File: config.mk
export PLATFORM = sky130hd
export DESIGN_NAME = ssd_state_gen
export DESIGN_NICKNAME = d
export VERILOG_FILES = /design/src/rtl/ssd_state_gen.sv
export SDC_FILE = /design/constraint.sdc
export NUM_CORES = 1
export LEC_CHECK = 0
export CAP_MARGIN = 20
export CORE_UTILIZATION = 60
export CTS_CLUSTER_DIAMETER = 30
export DETAILED_ROUTE_END_ITERATION = 10
export PLACE_DENSITY = 0.78
export SYNTH_ARGS = -nofsm -noshare
export SYNTH_HDL_FRONTEND = slang
export SYNTH_SLANG_ARGS = --single-unit
File: constraint.sdc
create_clock -name clk -period 2.1 [get_ports clk]
set_input_delay 0.21 -clock clk [delete_from_list [all_inputs] [get_ports clk]]
set_output_delay 0.21 -clock clk [all_outputs]
set_load 0.01 [all_outputs]
File: src/rtl/ssd_state_gen.sv
// Button-driven 2-bit state source for the seven-segment decoder: sync, debounce, edge detect, wrap-around stepping.
// Optional macro AUTO_ADVANCE_EN adds an idle timeout that steps the state forward on its own.
module ssd_state_gen #(
    parameter int DB_CYCLES      = 16,
    parameter int DB_W           = 20,
    parameter int TIMEOUT_CYCLES = 100
) (
    input  logic       clk,
    input  logic       rst_n,
    input  logic       btn_next,
    input  logic       btn_prev,
    input  logic       enable,
    output logic [1:0] state,
    output logic       state_changed
);

    typedef enum logic [1:0] {
        S0 = 2'b00,
        S1 = 2'b01,
        S2 = 2'b10,
        S3 = 2'b11
    } state_t;

    localparam logic [DB_W-1:0] DB_MAX = DB_W'(DB_CYCLES - 1);

    // Reject parameter sets the debounce counter or idle timer cannot represent.
    if (DB_CYCLES < 1 || TIMEOUT_CYCLES < 2 || (64'd1 << DB_W) <= 64'(DB_CYCLES)) begin : g_param_check
        $error("ssd_state_gen: illegal DB_CYCLES/DB_W/TIMEOUT_CYCLES combination");
    end

    // Bit 1 carries btn_next, bit 0 carries btn_prev throughout.
    logic [1:0]            sync1_q;
    logic [1:0]            sync2_q;
    logic [1:0]            stable_q;
    logic [1:0]            stable_d;
    logic [1:0]            stable_dly_q;
    logic [1:0][DB_W-1:0]  cnt_q;
    logic [1:0][DB_W-1:0]  cnt_d;
    logic [1:0]            press_s;
    logic                  step_fwd_s;
    logic                  step_back_s;
    logic                  press_any_s;
    logic                  timeout_s;
    state_t                state_q;
    state_t                state_d;
    logic                  state_changed_q;
    logic                  state_changed_d;

    // Debounce: a synced level is accepted only after DB_CYCLES consecutive disagreeing samples.
    always_comb begin
        stable_d = stable_q;
        cnt_d    = cnt_q;
        for (int i = 0; i < 2; i++) begin
            if (sync2_q[i] == stable_q[i]) begin
                cnt_d[i] = {DB_W{1'b0}};
            end else if (cnt_q[i] == DB_MAX) begin
                stable_d[i] = sync2_q[i];
                cnt_d[i]    = {DB_W{1'b0}};
            end else begin
                cnt_d[i] = cnt_q[i] + DB_W'(1);
            end
        end
    end

    assign press_s     = stable_q & ~stable_dly_q;
    assign step_fwd_s  = enable & press_s[1] & ~press_s[0];
    assign step_back_s = enable & press_s[0] & ~press_s[1];
    assign press_any_s = enable & (press_s[1] | press_s[0]);

`ifdef AUTO_ADVANCE_EN
    localparam int IDLE_W = $clog2(TIMEOUT_CYCLES) + 1;
    localparam logic [IDLE_W-1:0] IDLE_MAX = IDLE_W'(TIMEOUT_CYCLES - 1);

    logic [IDLE_W-1:0] idle_q;
    logic [IDLE_W-1:0] idle_d;

    // Idle timer: a press in the same cycle as expiry wins and restarts the count.
    always_comb begin
        idle_d    = idle_q;
        timeout_s = 1'b0;
        if (press_any_s) begin
            idle_d = {IDLE_W{1'b0}};
        end else if (!enable) begin
            idle_d = {IDLE_W{1'b0}};
        end else if (idle_q == IDLE_MAX) begin
            idle_d    = {IDLE_W{1'b0}};
            timeout_s = 1'b1;
        end else begin
            idle_d = idle_q + IDLE_W'(1);
        end
    end

    // Idle timer register.
    always_ff @(posedge clk or negedge rst_n) begin
        if (!rst_n) begin
            idle_q <= {IDLE_W{1'b0}};
        end else begin
            idle_q <= idle_d;
        end
    end
`else
    assign timeout_s = 1'b0;
`endif

    // State stepping; simultaneous presses cancel and produce no strobe.
    always_comb begin
        state_d = state_q;
        case ({step_fwd_s, step_back_s})
            2'b10:   state_d = state_t'(state_q + 2'd1);
            2'b01:   state_d = state_t'(state_q - 2'd1);
            2'b00: begin
                if (timeout_s && !press_any_s) begin
                    state_d = state_t'(state_q + 2'd1);
                end else begin
                    state_d = state_q;
                end
            end
            default: state_d = state_q;
        endcase
        state_changed_d = (state_d != state_q);
    end

    // All sequential state; async reset clears everything at once.
    always_ff @(posedge clk or negedge rst_n) begin
        if (!rst_n) begin
            sync1_q         <= 2'b00;
            sync2_q         <= 2'b00;
            stable_q        <= 2'b00;
            stable_dly_q    <= 2'b00;
            cnt_q           <= '0;
            state_q         <= S0;
            state_changed_q <= 1'b0;
        end else begin
            sync1_q         <= {btn_next, btn_prev};
            sync2_q         <= sync1_q;
            stable_q        <= stable_d;
            stable_dly_q    <= stable_q;
            cnt_q           <= cnt_d;
            state_q         <= state_d;
            state_changed_q <= state_changed_d;
        end
    end

    assign state         = state_q;
    assign state_changed = state_changed_q;

endmodule

Yosys cells after proc, flatten, opt, wreduce, memory -nomap -nowiden
Cells that the tools add are included.
- bits in latches: 0
- register bits: 51
- RAM bits: 0
- output and inout port bits: 3
- input port bits: 5
- ROM bits: 0
- memories kept: 0
- order comparisons: 0
- reduce and logical (&&, ||, !) cells: 2
- shift operators: 0
- multiply operators: 0
- muxes and demuxes: 5
- eq/ne operators: 7
- bitwise logic cells: 10
- divide/modulo/power cells: 0
- $add $sub $neg: 4
- operators by type and width (operator ; count):
    $mux W20 ; 4
    $add A20 B1 Y20 const B ; 2
    $eq A20 B4 Y1 const B ; 2
    $and A1 B1 Y1 ; 4
    $not A1 Y1 ; 4
    $pmux W2 S2 ; 1
    $reduce_and A2 Y1 ; 2
    $add A2 B1 Y2 const B ; 1
    $and A2 B2 Y2 ; 1
    $eq A1 B1 Y1 ; 2
    $eq A2 B1 Y1 const B ; 1
    $eq A2 B2 Y1 const B ; 1
    $ne A2 B2 Y1 ; 1
    $not A2 Y2 ; 1
    $sub A2 B1 Y2 const B ; 1

Longest topological paths before layout
Gate-level depths: netlist of run 1.
- depth in word-level cells: 7
- gate-level depth with buffers: 7
- depth with buffers taken out: 6

Worst setup path before layout of run 1
OpenSTA, ideal clock, no wires.
- path kind: flip-flop to flip-flop
- from: register cnt_q[0] (netlist bit)
- to: register cnt_q[10] (netlist bit)
- data required time: 1.979 ns
- setup slack: 0.343 ns
- arrival: 1.635 ns
- setup time: 0.121 ns
- stages on the path, launching flop included: 8
- path through: dfrtp_1 -> ha_1 -> and3_1 -> clkbuf_1 -> nand3_1 -> o21ai_1 -> buf_2 -> nor2_1
- RTL lines (item ; line ; RTL):
    start: declaration ; 37 ; logic [1:0][DB_W-1:0] cnt_q;
    start signal: assignment ; 138 ; cnt_q <= cnt_d;

==> impl_summary.md, run 1 <==
Run status
The flow ran to the end, and the final reports show no timing, DRC or antenna violations.

Timing
The setup TNS is 0 ns. The measured slew at the worst slew-check pin is 0.6318 ns. The minimum clock period after layout is approximately 1.7 ns. The post-route worst setup slack is 0.3635 ns. The worst-case clock skew is ~0.0080 ns.

The share of the clock period used by the worst path is 0.8269. Setup repair after global routing left no endpoint under its margin. Timing would allow up to 0.5759 GHz.

The count of final hold-check violations is 0. The final number of max-transition violations is 0. Setup violations remaining at the end of the flow were counted as 0. The headroom to the max-slew limit is 0.5788.

Global route
Global routing finished with a remaining overflow of 0. The first-pass GRT wire length is between 7000 and 8000 um. For this run, the total global-route usage over all layers was measured as 0.2276. The number of antenna violations at the first check in global routing is 0. Entering global routing, the biggest net connects 52 pins. The number of global-route vias before repair is 1621.

Worst setup path
The startpoint identified for the worst register-to-register timing path is cnt_q[26]. The worst setup path is captured at a flip-flop. At the worst endpoint, the required time is roughly 2.3 ns. The arrival time of data at the critical path endpoint is 1.97 ns. The worst setup path is launched from a flip-flop. The critical path is of the reg2reg type.

The setup slack of the worst register-to-register path is roughly 0.36 ns. The logic depth of the worst register-to-register path is 4. The maximum net fanout on the critical path is 8. The reg-to-reg critical path endpoint is cnt_q[37].

Synthesis
The synthesized cell area is 2434 um^2. The share of the synthesized area in the top cell type is 0.5244. The most frequently used flop master after synthesis is sky130_fd_sc_hd__dfrtp_1. Counting flops and latches in the post-synthesis netlist gives 51. Yosys attributes the largest share of cell area to sky130_fd_sc_hd__dfrtp_1 52%, sky130_fd_sc_hd__xor2_1 6.1%, sky130_fd_sc_hd__nor2_1 5.6%. In this run, synthesis inferred 0 flip-flops with an integrated enable.

Counting every instance in the synthesized netlist gives 240. For this run, the register share of the synthesized area comes to 0.5244. The total number of yosys warnings is 0.

The cell type with the largest total area after synthesis is sky130_fd_sc_hd__dfrtp_1. Yosys mapped the design onto 36 distinct sky130hd cell types. When the netlist entered floorplanning its net count stood at 248. The share of async-settable or async-resettable flops after synthesis is 1.000.

A synthesized cell averages 10.14 um^2.

Power
The peak supply drop is roughly 0.00052 V. The design draws 0.001694 W. The total leakage power is ~1.1 nW. For this design the ratio of total power to cell area is about 640 nW/um^2.

Run
The number of max-capacitance violations reported is 0.

Clocking
In this run the post-CTS setup repair buffer count came out at 0. The clock latency on the worst-skew pair is 0.31 ns. Counting every sink on the clock net gives 51.

The root buffer cell chosen for the clock tree is sky130_fd_sc_hd__clkbuf_8. The clock tree from TritonCTS is yes. The number of buffers inserted for hold repair after clock tree synthesis is 0. After clock tree synthesis, the repair step resized 0 gates. The number of H-tree levels is 2. The number of buffers on the longest clock path is 2. The clock edge transition at the registers on the reported setup and hold paths is 0.09 ns. The number of buffers created by CTS is 5.

Die
The initial core utilization is 0.6453. The floorplan die width is 65.69 um. The floorplan step defined a die boundary enclosing 4315 um^2. The overall die height is 65.69 um. 8 I/O pins were placed. The core region is 3771 um^2. The row count is 22.

Hold path
The path type of the worst min-delay path is in2async.

Detailed routing
The total via count after detailed routing is 1731. The number of remaining DRC errors is 0. In the final routed layout, each cell accounts on average for 14.11 um. After detailed routing, the number of vias per cell comes to 5.809. For this block, the routed nets add up to 4206 um of wire. The first detailed-routing pass took 4 iterations.

The number of nets with antenna violations after routing is 0. The initial DRC count is 150.

Placement
Buffers placed on the I/O ports in this run total 7. The congestion estimate from routability-driven global placement came to 0.8064. Detailed placement ended at an HPWL of 2865 um. The setup slack at placement is 0.3712 ns.

Cells and area
After filler insertion, the fill cell instance count of the layout stands at 292. The leading cell type in the layout, fill and taps excluded is sky130_fd_sc_hd__dfrtp_1. The number of inserted diodes is 0. Relative to the synthesized area, the layout overhead comes to 8.843%.

In the final layout, the share of cells above drive strength 1 is 0.06800. The top cell types in the final layout, fill and taps aside, are 51 x sky130_fd_sc_hd__dfrtp_1, 36 x sky130_fd_sc_hd__nor2_1, 17 x sky130_fd_sc_hd__xor2_1, 16 x sky130_fd_sc_hd__nand3_1, 15 x sky130_fd_sc_hd__xnor2_1. The number of nets in the layout is 257.
cell usage after synthesis (3+ instances only):
cell type and number:
sky130_fd_sc_hd__a21oi_1 6, sky130_fd_sc_hd__and4_1 7, sky130_fd_sc_hd__clkbuf_1 6, sky130_fd_sc_hd__dfrtp_1 51, sky130_fd_sc_hd__ha_1 3, sky130_fd_sc_hd__inv_1 10, sky130_fd_sc_hd__nand2_1 10, sky130_fd_sc_hd__nand3_1 16
sky130_fd_sc_hd__nand4_1 12, sky130_fd_sc_hd__nor2_1 36, sky130_fd_sc_hd__nor3_1 3, sky130_fd_sc_hd__nor4_1 12, sky130_fd_sc_hd__o31ai_1 4, sky130_fd_sc_hd__or4_1 4, sky130_fd_sc_hd__xnor2_1 15, sky130_fd_sc_hd__xor2_1 17
worst max-delay path, cell delays in order (launching register included):
cell and delay (ns):
sky130_fd_sc_hd__dfrtp_1 0.45, sky130_fd_sc_hd__nand4_2 0.17, sky130_fd_sc_hd__or2_1 0.35, sky130_fd_sc_hd__or4_1 0.53
sky130_fd_sc_hd__a21oi_1 0.15
sequential cells by signal (all words and copies together) (netlist names):
register and flops:
cnt_q 40, stable_dly_q 2, stable_q 2, state 2, state_changed 1, sync1_q 2
sync2_q 2
stage by stage:
| step | hold WS (ns) | instance area [um^2] | utilization | instances |
|---|---|---|---|---|
| floorplan | -0.08559 | 2434 | - | 240 |
| global placement | 0.3351 | 2545 | 0.6749 | 290 |
| detailed placement | 0.3401 | 2545 | 0.6749 | 290 |
| CTS | 0.02385 | 2649 | 0.7024 | 298 |
| global route | 0.06377 | 2649 | 0.7024 | 298 |
| finish | 0.009066 | 2649 | 0.7024 | 298 |
cells by family (layout without fill, tap and decap cells):
group / after synthesis / after routing / share of synthesized area
AO/OA/AOI/OAI: 18 / 18 / 0.04679
XOR/XNOR: 32 / 32 / 0.1152
adder cells (fa/ha/maj): 3 / 3 / 0.01543
buffers and inverters: 19 / 29 / 0.03342
flip-flops: 51 / 51 / 0.5244
multiplexers: 3 / 3 / 0.01337
AND/OR/NAND/NOR: 114 / 114 / 0.2514
where the power goes:
part | leakage (nW) | switching (W) | internal (W)
clock network | 0.0505 | 0.000317 | 0.000300
registers | 0.695 | 0.0000121 | 0.000996
logic | 0.392 | 0.0000426 | 0.0000259
total | 1.14 | 0.000371 | 0.00132
per-layer routing:
metal / global-route usage / vias to the layer above / routed length (um)
met3: 0.05729 / 7 / 110
li1: - / 866 / -
met4: 0.08152 / 0 / 57
met5: 0 / - / 0
met1: 0.3249 / 836 / 2233
met2: 0.3342 / 22 / 1804
worst max path at each step:
| stage | endpoint | from | slack, ns |
|---|---|---|---|
| finish | cnt_q[37] | cnt_q[26] | 0.36 |
| global route | cnt_q[38] | cnt_q[20] | 0.23 |
| detailed placement | cnt_q[35] | cnt_q[26] | 0.37 |
| floorplan | cnt_q[10] | cnt_q[0] | 0.34 |
| global placement | cnt_q[38] | cnt_q[20] | 0.45 |
| CTS | cnt_q[35] | cnt_q[26] | 0.36 |
layout make-up:
| type | count | area (um^2) | area share |
|---|---|---|---|
| clock buffers | 7 | 96.34 | 0.03637 |
| clock inverters | 1 | 7.507 | 0.002834 |
| inverters | 10 | 37.54 | 0.01417 |
| multi-input cells | 170 | 1076 | 0.4062 |
| flip-flops and latches | 51 | 1276 | 0.4818 |
| well taps | 48 | 60.06 | 0.02267 |
| repair buffers | 11 | 95.09 | 0.03590 |
No activity file was read; power rests on OpenSTA's default activity.
==> run 2: changes to the inputs <==
==> constraint.sdc (replaced) <==
create_clock -name clk -period 1.8 [get_ports clk]
set_input_delay 0.18 -clock clk [delete_from_list [all_inputs] [get_ports clk]]
set_output_delay 0.18 -clock clk [all_outputs]
set_load 0.01 [all_outputs]
==> run 2 against run 1 <==
  * Routed wire length is 6.8% higher
  * Critical path depth stayed put
  * Final area is 3.1% higher
  * Sequential cell count stayed put
  * Count of clock-buffer cells in the layout is 1 lower
  * Hold slack better by 0.30 ns
  * Sequential share of layout area is 1.4 points lower
  * Register-to-register slack worse by 0.25 ns
  * Clock skew is 0.0022 ns lower
==> impl_summary.md, run 2 (synthesis gave the netlist of run 1 again) <==
Run status
The flow ran to the end, and the final reports show no timing, DRC or antenna violations.

Timing
The final number of max-transition violations is 0. The worst-case clock skew is 0.005779 ns. The worst path in the final design needs a cycle of 1.691 ns, including I/O delays and setup.

The count of final hold-check violations was 0. Setup repair after global routing left no endpoint under its margin. Static timing analysis puts the maximum clock frequency at 0.5914 GHz.

Summed over all failing endpoints, the final setup total negative slack is 0 ns. The headroom to the max-slew limit is 0.6610. Of the available clock period, the critical path in the final layout requires 0.9394. Hold timing on the final database bottoms out at a slack of between 0.3 and 0.4 ns. The final number of setup-violating endpoints is 0. The measured slew at the worst slew-check pin is 0.5085 ns.

Hold path
The startpoint identified for the worst hold timing path is btn_prev. The worst hold path belongs to the class in2reg.

Worst setup path
The maximum net fanout on the critical path is 8. The kind of start point of the critical path is a flip-flop. The number of buffers and inverters on the critical path is 0. The beginning of the critical path is cnt_q[25].

The worst-path cell with the longest stage delay is sky130_fd_sc_hd__or4_1. The signal on the critical path passes through nand4_2, or2_4, or4_1, a21oi_1. In this design, the stage delay of the slowest critical-path cell is 0.51 ns.

The critical path is of the reg2reg type. STA puts the critical path data required time at 2.03 ns. The arrival time of data at the critical path endpoint is around 1.9 ns. The startpoint identified for the worst register-to-register timing path is cnt_q[25]. Among cell families on the critical path, the largest total delay comes from simple AND/OR/NAND/NOR gates. The kind of end point of the critical path is a flip-flop. The setup slack of the worst register-to-register path is roughly 0.11 ns.

Die
The core outline area is 3771 um^2. The floorplan has 22 rows. 8 I/O pins were placed. The floorplan die width is 65.69 um.

The die covers 4315 um^2. Measured along the y axis, the die boundary spans about 66 um. The initial core utilization is 0.6453.

Power
In this run the power density over the cells is roughly 800 nW/um^2. The proportion of total power due to net switching is 0.1944. The register share of total power is 0.542.

The worst-case IR drop observed on VDD is 0.0005921 V. The share of total power dissipated in the clock network is 0.420. The combinational share of power is 0.038. The total leakage power is 1.177 nW. Summed over all nets, the switching power comes to 0.0004225 W.

The internal power of the cells totals between 0.0015 and 0.002 W.

Global route
For met1 alone, demand over resource in global routing was 0.3582. Summed over all layers, the global routing overflow is 0. For this run, the total global-route usage over all layers was measured as 0.2415. The first-pass GRT wire length is roughly 7800 um. The number of antenna violations at the first check in global routing is 0. The number of global-route vias before repair is 1646. For met2 alone, demand over resource in global routing was 0.3406. The pin count of the biggest net entering global routing is 31. For met3 alone, demand over resource in global routing was 0.06250. The layer with the highest usage is met1.

Placement
The routability-driven placement congestion ratio is between 0.7 and 0.8. The post-DP HPWL is 3039 um. Buffers placed on the I/O ports in this run total 7.

Detailed routing
Dividing the detail-routed wire length by the instance count gives 14.87 um. Wires add up to 4491 um. The initial DRC count is 145. The number of nets with antenna violations after routing is 0.

The total via count after detailed routing is about 1.8k. The routed via count divided by cell count is 5.825. The number of remaining DRC errors is 0. The iteration count of the initial detailed-routing pass is 4.

Clocking
The cell chosen for the clock root is sky130_fd_sc_hd__clkbuf_8. The tree built by TritonCTS fans out to slightly above 50 sinks. The number of clock buffers added by TritonCTS is 5. At the later pin of the worst-skew pair, clock insertion delay measures 0.30 ns. The clock tree from TritonCTS is yes. The clock edge transition at the registers on the reported setup and hold paths is roughly 0.09 ns. Buffers added to address setup during post-CTS repair amount to 0.

The clock passes through at most 2 buffers. The number of H-tree levels is 2.

Cells and area
The end-of-flow core utilization is 0.7243. The number of inserted diodes is 0. The area growth from synthesis to layout is 12.24%. The register with the most flip-flops in the layout has 40 of them. In the final layout, the share of cells above drive strength 1 is 0.08661. Leaving out fill and tap cells, the most frequent cell in the layout is sky130_fd_sc_hd__dfrtp_1.

The area occupied by multi-input gates is 1084 um^2. The number of nets in the layout is 261. The number of filler instances in the final layout is 281. The area taken by flip-flops and latches is 1277 um^2.

More flip-flops sit in one register than any other, and that register is cnt_q. The library cells used most frequently in the layout, excluding fill and tap cells, are 50 x sky130_fd_sc_hd__dfrtp_1, 36 x sky130_fd_sc_hd__nor2_1, 17 x sky130_fd_sc_hd__xor2_1, 16 x sky130_fd_sc_hd__nand3_1, 15 x sky130_fd_sc_hd__xnor2_1.

Run
Max-cap violations in this run came to 0.
[run 2: cell types whose count changed in the layout (fill, tap and decap cells not counted), sizes merged]
cell | before | now
buf | 5 | 8
bufinv | 0 | 2
clkbuf | 7 | 6
clkinvlp | 1 | 0
dlygate4sd3 | 0 | 1
[run 2: power groups by stage]
stage | Sequential [W] | Clock, W | Combinational, W
finish | 0.00118 | 0.000912 | 0.0000833
floorplan | 0.00120 | 0 | 0.0000327
detailed placement | 0.00120 | 0 | 0.0000836
CTS | 0.00118 | 0.000934 | 0.0000858
global placement | 0.00120 | 0 | 0.0000817
global route | 0.00118 | 0.000982 | 0.0000973
[run 2: worst paths after layout]
| check | endpoint | cells after the start |
|---|---|---|
| worst max-delay path | cnt_q[35] | 4 |
| worst min-delay path | sync1_q[0] | 1 |
| worst max register to register | cnt_q[35] | 4 |
| worst min register to register | sync2_q[1] | 0 |
| max in group asynchronous | cnt_q[13] | 3 |
| min in group asynchronous | cnt_q[31] | 2 |
[run 2: what timing repair did]
action                     CTS  global route
resized for setup            0             3
hold endpoints to repair    21             0
setup endpoints to repair    0             5
hold buffers                 1             0
[run 2: stage by stage]
step           worst slack [ns]  power [W]  cell area [um^2]  instances
2_1_floorplan           0.04349   0.001231              2434        240
3_3_place_gp             0.1583   0.001281              2580        293
3_5_place_dp            0.09154   0.001284              2580        293
4_1_cts                 0.06199   0.002197              2723        302
5_1_grt                 0.01176   0.002261              2731        302
6_report                 0.1092   0.002173              2731        302
[run 2: worst reg2reg max path: stages, from the launching register on]
cell and delay, ns:
sky130_fd_sc_hd__dfrtp_1 0.45, sky130_fd_sc_hd__nand4_2 0.19, sky130_fd_sc_hd__or2_4 0.32, sky130_fd_sc_hd__or4_1 0.51
sky130_fd_sc_hd__a21oi_1 0.15
[run 2: cell type report]
class	instances	area share
Clock inverter	2	0.02199
Clock buffer	6	0.02657
Multi-Input combinational cell	170	0.3967
Inverter	10	0.01374
Timing Repair Buffer	15	0.05131
Sequential cell	51	0.4677
Tap cell	48	0.02199
[run 2: routing by layer]
layer  vias up  share of wire
li1        871              -
met5         -              0
met1       847           0.51
met4         0          0.017
met3         8          0.028
met2        33           0.44
